$ cat src/rtl/stream_mem_writer_pkg.sv
// Shared definitions for the memory write-side stream block and the memory array.
// The array uses the same default geometry so both sides stay consistent.
package stream_mem_writer_pkg;

  localparam int DEFAULT_ADDR_WIDTH = 8;
  localparam int DEFAULT_DATA_WIDTH = 8;

  typedef enum logic [1:0] {
    IDLE  = 2'd0,
    WRITE = 2'd1,
    DONE  = 2'd2
  } state_e;

endpackage

$ cat src/rtl/stream_mem_writer.sv
// Converts a valid/ready word stream into a registered synchronous memory write port,
// filling a block of consecutive (wrapping) addresses per start command.
module stream_mem_writer
  import stream_mem_writer_pkg::*;
#(
  parameter int ADDR_WIDTH = DEFAULT_ADDR_WIDTH,
  parameter int DATA_WIDTH = DEFAULT_DATA_WIDTH
) (
  input  logic                  clk,
  input  logic                  rst_n,
  input  logic                  start,
  input  logic [ADDR_WIDTH-1:0] start_addr,
  input  logic [ADDR_WIDTH:0]   length,
  input  logic                  in_valid,
  input  logic [DATA_WIDTH-1:0] in_data,
  output logic                  in_ready,
  output logic                  wr_en,
  output logic [ADDR_WIDTH-1:0] wr_addr,
  output logic [DATA_WIDTH-1:0] wr_data,
  output logic                  busy,
  output logic                  done
);

  localparam logic [1:0] ST_IDLE  = 2'(IDLE);
  localparam logic [1:0] ST_WRITE = 2'(WRITE);
  localparam logic [1:0] ST_DONE  = 2'(DONE);

  localparam logic [ADDR_WIDTH:0]   REM_ONE  = {{ADDR_WIDTH{1'b0}}, 1'b1};
  localparam logic [ADDR_WIDTH:0]   REM_ZERO = {(ADDR_WIDTH+1){1'b0}};
  localparam logic [ADDR_WIDTH-1:0] ADDR_ONE = {{(ADDR_WIDTH-1){1'b0}}, 1'b1};

  logic [1:0]            state_r;
  logic [1:0]            state_nxt_s;
  logic [ADDR_WIDTH-1:0] addr_cnt_r;
  logic [ADDR_WIDTH:0]   remaining_r;
  logic                  xfer_s;
  logic                  wr_en_r;
  logic [ADDR_WIDTH-1:0] wr_addr_r;
  logic [DATA_WIDTH-1:0] wr_data_r;

  // Status decoded straight from the state register so a reset clears them at once.
  assign in_ready = (state_r == ST_WRITE);
  assign busy     = (state_r != ST_IDLE);
  assign done     = (state_r == ST_DONE);
  assign xfer_s   = in_valid && in_ready;

  assign wr_en    = wr_en_r;
  assign wr_addr  = wr_addr_r;
  assign wr_data  = wr_data_r;

  // Next-state decode; start only matters in IDLE, and a zero length skips WRITE.
  always_comb begin
    state_nxt_s = state_r;
    case (state_r)
      ST_IDLE: begin
        if (start) begin
          if (length == REM_ZERO) begin
            state_nxt_s = ST_DONE;
          end else begin
            state_nxt_s = ST_WRITE;
          end
        end else begin
          state_nxt_s = ST_IDLE;
        end
      end
      ST_WRITE: begin
        if (xfer_s && (remaining_r == REM_ONE)) begin
          state_nxt_s = ST_DONE;
        end else begin
          state_nxt_s = ST_WRITE;
        end
      end
      ST_DONE: state_nxt_s = ST_IDLE;
      default: state_nxt_s = ST_IDLE;
    endcase
  end

  // State register.
  always_ff @(posedge clk or negedge rst_n) begin
    if (!rst_n) begin
      state_r <= ST_IDLE;
    end else begin
      state_r <= state_nxt_s;
    end
  end

  // Address and word counters; the address wraps naturally at its width.
  always_ff @(posedge clk or negedge rst_n) begin
    if (!rst_n) begin
      addr_cnt_r  <= {ADDR_WIDTH{1'b0}};
      remaining_r <= REM_ZERO;
    end else begin
      case (state_r)
        ST_IDLE: begin
          if (start && (length != REM_ZERO)) begin
            addr_cnt_r  <= start_addr;
            remaining_r <= length;
          end
        end
        ST_WRITE: begin
          if (xfer_s) begin
            addr_cnt_r  <= addr_cnt_r + ADDR_ONE;
            remaining_r <= remaining_r - REM_ONE;
          end
        end
        ST_DONE: begin
          addr_cnt_r  <= addr_cnt_r;
          remaining_r <= remaining_r;
        end
        default: begin
          addr_cnt_r  <= {ADDR_WIDTH{1'b0}};
          remaining_r <= REM_ZERO;
        end
      endcase
    end
  end

  // Registered write port: address/data hold their last values between writes.
  always_ff @(posedge clk or negedge rst_n) begin
    if (!rst_n) begin
      wr_en_r   <= 1'b0;
      wr_addr_r <= {ADDR_WIDTH{1'b0}};
      wr_data_r <= {DATA_WIDTH{1'b0}};
    end else begin
      wr_en_r <= xfer_s;
      if (xfer_s) begin
        wr_addr_r <= addr_cnt_r;
        wr_data_r <= in_data;
      end
    end
  end

endmodule

$ cat config.mk
export PLATFORM = sky130hd
export DESIGN_NAME = stream_mem_writer
export DESIGN_NICKNAME = d
export VERILOG_FILES = /design/src/rtl/stream_mem_writer_pkg.sv /design/src/rtl/stream_mem_writer.sv
export SDC_FILE = /design/constraint.sdc
export NUM_CORES = 1
export LEC_CHECK = 0
export CAP_MARGIN = 30
export CORE_UTILIZATION = 44
export DETAILED_ROUTE_END_ITERATION = 10
export GPL_TIMING_DRIVEN = 1
export PLACE_DENSITY = 0.82
export SLEW_MARGIN = 40
export SYNTH_ARGS = -nofsm -noshare
export SYNTH_HDL_FRONTEND = slang
export SYNTH_SLANG_ARGS = --single-unit
export TNS_END_PERCENT = 50
$ cat constraint.sdc
create_clock -name clk -period 1.8 [get_ports clk]
set_input_delay 0.36 -clock clk [delete_from_list [all_inputs] [get_ports clk]]
set_output_delay 0.36 -clock clk [all_outputs]
set_load 0.005 [all_outputs]
=== After elaboration in Yosys (flattened, before gate mapping) ===
Index checks and enable logic that the tools add are counted.

* Register bits: 36
* Input port bits: 29
* Output and inout bits: 20
* Word-level logic and storage cells: 32

* $add $sub $neg: 2
* Eq/ne operators: 5
* Mux-type cells: 10
* Bitwise operators: 1
* Reduce and logical (&&, ||, !) cells: 8

{| class="wikitable"
|+ Operator list
! operator !! number
|-
| one-hot mux 9 bit (3 select lines) || 1
|-
| one-hot mux 8 bit (3 select lines) || 1
|-
| 2-to-1 mux 9 bit || 2
|-
| 2-to-1 mux 8 bit || 2
|-
| == test 9 x 1 -> 1 bit (second input constant) || 1
|-
| zero test 9 bit || 1
|-
| nonzero test 9 bit || 1
|-
| subtractor 9 x 1 -> 9 bit (second input constant) || 1
|-
| adder 8 x 1 -> 8 bit (second input constant) || 1
|-
| 2-to-1 mux 2 bit || 3
|-
| one-hot mux 2 bit (2 select lines) || 1
|-
| logical AND 1 bit || 3
|-
| AND reduction 3 bit || 1
|-
| == test 2 x 1 -> 1 bit (second input constant) || 1
|-
| == test 2 bit (second input constant) || 1
|-
| zero test 2 bit || 1
|-
| != test 2 x 1 -> 1 bit (second input constant) || 1
|-
| != test 2 bit (second input constant) || 1
|-
| nonzero test 2 bit || 1
|-
| NOT 1 bit || 1
|}

=== Logic depth before layout (Yosys ltp) ===
* Depth after elaboration: 5
* Depth in mapped cells: 7
* Mapped depth without buffers: 6

=== Worst setup path before layout ===
No wires, ideal clock.

* Path kind: register to register
* Start: register remaining_r[0]
* End: register remaining_r[8]
* Arrival: 1.706 ns
* Slack: -0.032 ns
* Cell stages (with the launch flop): 8
* Buffers on the path: 1
* Period minus slack after synthesis: 1.832 ns
* Path through: dfrtp_1 inv_1 ha_1 or3b_2 clkbuf_1 o21ai_0 o21ai_0 a221o_1

* Longest elaborated chain between the ends: 3

{| class="wikitable"
|+ RTL lines
! what !! RTL line !! source
|-
| start, declared || stream_mem_writer.sv:35 || <nowiki>logic [ADDR_WIDTH:0] remaining_r;</nowiki>
|-
| start signal, assigned || stream_mem_writer.sv:97 || <nowiki>remaining_r <= length;</nowiki>
|-
| start signal, assigned || stream_mem_writer.sv:103 || <nowiki>remaining_r <= remaining_r - REM_ONE;</nowiki>
|-
| start signal, assigned || stream_mem_writer.sv:108 || <nowiki>remaining_r <= remaining_r;</nowiki>
|-
| subtractor 9 x 1 -> 9 bit || stream_mem_writer.sv:103 ||
|-
| 2-to-1 mux 9 bit || stream_mem_writer.sv:101 || <nowiki>if (xfer_s) begin</nowiki>
|-
| one-hot mux 9 bit (3 select lines) || stream_mem_writer.sv:93 || <nowiki>case (state_r)</nowiki>
|}

Every way passes these cells. The select of a mux whose other input is x is not followed.
A chain may end at the register's enable or synchronous reset.

=== Worst setup path in the final report ===
* Start: register state_r[1]
* End: output busy

* Longest elaborated chain between the ends: 1

{| class="wikitable"
|+ RTL lines
! what !! RTL line !! source
|-
| start, declared || stream_mem_writer.sv:32 || <nowiki>logic [1:0] state_r;</nowiki>
|-
| start signal, assigned || stream_mem_writer.sv:83 || <nowiki>state_r <= state_nxt_s;</nowiki>
|-
| nonzero test 2 bit || stream_mem_writer.sv:43 || <nowiki>assign busy = (state_r != ST_IDLE);</nowiki>
|-
| end, declared || stream_mem_writer.sv:20 || <nowiki>output logic busy,</nowiki>
|}

Every way passes these cells.

==> impl_metrics.py <==
metrics = {
    "global_routing": {
        "grt_max_degree": 37,
        "grt_pass1_vias": 1530,
        "grt_antenna_before_repair": 0,
        "grt-ovfl-total": 0,
        "grt_usage": 0.221,
        "grt_pass1_wl_um": 7310,
    },
    "run_status": {
        "outcome": "finished, final reports clean",
    },
    "timing": {
        "setup_violations": 0,
        "finalMaxSlewViolations": 0,
        "tightest_slew_ns": 0.465,
        "hold_viol": 0,
        "min_period_over_period": 0.983,
        "fmax_ghz": 0.565,
        "relSlewSlack": 0.690,
        "post-route-min-period_ns": 1.77,
        "rsz0062_at_grt": "true",
        "final.setup.tns_ns": 0,
        "fin_ws_ns": 0.0310,
        "skew_ns": 0.00530,
    },
    "place": {
        "post-place-ws_ns": -0.354,
        "dp_hpwl_um": 3320,
        "portBuffers": 48,
        "routabilityCongestion": 0.844,
    },
    "final_layout": {
        "nNetsFinal": 282,
        "most-common-layout-cells": "43 x clkdlybuf4s50_1, 36 x dfrtp_1, 24 x buf_4, 15 x mux2_2, 14 x o21ai_0",
        "area_delta_synth_final_pct": 44.7,
        "antenna_cells": 0,
        "layout-drive-gt1-share": 0.283,
        "fill_cells": 319,
        "final_common_cell": "clkdlybuf4s50_1",
    },
    "logic_synthesis": {
        "synth_cell_types": 42,
        "ys_seq_area_frac": 0.476,
        "synth_area_per_cell_sq_um": 10.6,
        "synth_nets": 210,
        "ys_seq_elements": 36,
        "synth.cell_area_sq_um": 1890,
        "yosys_warnings": 0,
        "synth_cells": 178,
    },
    "clocking": {
        "cts_sinks": 36,
        "clk_pin_slew_ns": 0.07,
        "postCtsHoldBufs": 0,
        "clock_latency_ns": 0.29,
        "cts_buffer_depth": 2,
        "h-tree-depth": 2,
        "post_cts_buffers": 0,
        "cts_root_buf": "clkbuf_8",
        "numCtsBuffers": 5,
        "cts_tree": "yes",
    },
    "setup_path": {
        "required_ns": 1.44,
        "crit_family": "buffers and inverters",
        "crit_fanout": 9,
        "worstSetupEndpointType": "output pin",
        "cp_slowest_cell": "clkdlybuf4s50_1",
        "worst_ep_arrival_time_ns": 1.41,
        "critPathKind": "reg2out",
        "worstPathCellList": "buf_4, nor2_4, inv_1, clkdlybuf4s50_1",
        "worstSetupStartpointType": "register",
        "critPathBufInv": 3,
        "slowest_delay_ns": 0.43,
    },
    "pwr": {
        "powerDensity_nw_per_um2": 1430,
        "ir_worst_vdd_mv": 0.589,
        "power_w": 0.00392,
        "leakage_nw": 1.17,
    },
    "die": {
        "coreArea_sq_um": 4060,
        "start_util": 0.467,
        "rows": 23,
        "die_h_um": 67.6,
        "fp.dieW_um": 67.6,
        "dieArea_sq_um": 4570,
        "io-pin-count": 49,
    },
    "detailed_routing": {
        "drt-initial-drc-count": 97,
        "drtAntennaViolNets": 0,
        "detail_route.wl_per_cell_um": 15.0,
        "drc": 0,
        "avgViaCountPerCell": 5.64,
        "vias": 1698,
        "drt-total-wl_um": 4520,
        "firstDrtPassIters": 4,
    },
    "hold_path": {
        "hp-class": "in2async",
    },
    "run": {
        "drv_cap": 0,
    },
}
[registers in the layout, summed over array words and instances, names as in the netlist]
signal,count
state_r,2
wr_addr,8
wr_data,8
wr_en,1
remaining_r,9
addr_cnt_r,8
[what timing repair did]
item / 4_1_cts / 5_1_grt
endpoints found under the setup margin: 8 / 14
resized for setup: 8 / 7
pin swaps: 1 / 1
[worst reg2reg max path, cell delays in order (launching register included)]
cell	delay (ns)
dfrtp_1	0.40
inv_2	0.08
ha_1	0.14
or3b_2	0.45
or4_4	0.45
nand2_2	0.09
a21oi_2	0.05
[Yosys cell counts]
cell / instances / area, sq um
a211oi_1: 1 / 7.51
a21oi_1: 7 / 35.0
a21oi_2: 1 / 8.76
a221o_1: 2 / 20.0
a22o_2: 1 / 10.0
a22oi_1: 1 / 7.51
a2bb2oi_1: 3 / 26.3
a31oi_4: 1 / 21.3
and3_1: 2 / 12.5
buf_1: 1 / 3.75
buf_2: 3 / 15.0
buf_4: 1 / 7.51
buf_6: 2 / 22.5
clkbuf_1: 3 / 11.3
clkinv_1: 1 / 3.75
dfrtp_1: 36 / 901
ha_1: 3 / 37.5
inv_1: 6 / 22.5
mux2_2: 15 / 169
mux2_4: 1 / 15.0
mux2i_1: 2 / 20.0
nand2_1: 10 / 37.5
nand2_2: 1 / 6.26
nand2b_1: 1 / 6.26
nand3_1: 4 / 20.0
nand3b_1: 1 / 7.51
nor2_1: 9 / 33.8
nor2b_1: 1 / 6.26
nor3_1: 8 / 40.0
nor4_1: 4 / 25.0
nor4_4: 1 / 21.3
o21ai_0: 18 / 90.1
o21bai_2: 1 / 11.3
o22ai_1: 7 / 43.8
o2bb2ai_1: 10 / 87.6
o31ai_1: 1 / 7.51
or2_1: 1 / 6.26
or3_2: 1 / 7.51
or3b_2: 2 / 17.5
or3b_4: 1 / 11.3
or4_1: 1 / 7.51
or4_4: 2 / 22.5
[path summary, 6_finish.rpt]
kind                                     start        endpoint  slack [ns]  cells after the start
worst max-delay path                state_r[1]            busy        0.03                      4
min in group clk                    wr_addr[0]      wr_addr[0]        0.50                      2
worst max register to register  remaining_r[1]      state_r[0]        0.03                      6
worst min-delay path                     rst_n      wr_addr[7]        0.10                      2
max in group asynchronous                rst_n  remaining_r[5]        1.37                      2
worst min register to register      wr_addr[0]      wr_addr[0]        0.50                      2
[power by group]
| part | internal [W] | leakage, nW | total [W] | switching, W |
|---|---|---|---|---|
| Sequential | 0.00116 | 0.437 | 0.00143 | 0.000269 |
| Clock | 0.000411 | 0.0552 | 0.000705 | 0.000294 |
| Combinational | 0.00107 | 0.683 | 0.00179 | 0.000717 |
| Total | 0.00264 | 1.17 | 0.00392 | 0.00128 |
[metal layers]
metal,global-route usage,up-vias,part of all wire
li1,-,815,-
met1,0.295,808,0.43
met2,0.353,68,0.49
met3,0.0473,7,0.068
met4,0.0691,0,0.011
met5,0,-,0
[layout make-up]
cell class | instances | area (sq um) | area share
inverter | 7 | 26.3 | 0.00959
sequential | 36 | 901 | 0.329
multi-input combinational | 125 | 937 | 0.342
tap | 50 | 62.6 | 0.0228
clock inverter | 2 | 35.0 | 0.0128
clock buffer | 6 | 72.6 | 0.0265
timing repair buffer | 75 | 706 | 0.258
[cell families (layout without fill, tap and decap cells)]
kind of cell / after synthesis / count (layout) / synth area share
fa+ha+maj: 3 / 3 / 0.0198
compound gates: 54 / 54 / 0.199
buf+inv: 17 / 90 / 0.0456
flops: 36 / 36 / 0.476
mux: 18 / 18 / 0.108
simple gates: 50 / 50 / 0.153
[metrics by stage]
stage	area, sq um	utilization	hold slack [ns]	cells
5_1_grt	2740	0.675	0.159	301
4_1_cts	2710	0.669	0.113	301
6_report	2740	0.675	0.104	301
2_1_floorplan	1900	-	0.0644	178
3_5_place_dp	2600	0.641	0.426	293
3_3_place_gp	2600	0.641	0.427	293
(Power assumes the default switching activity.)
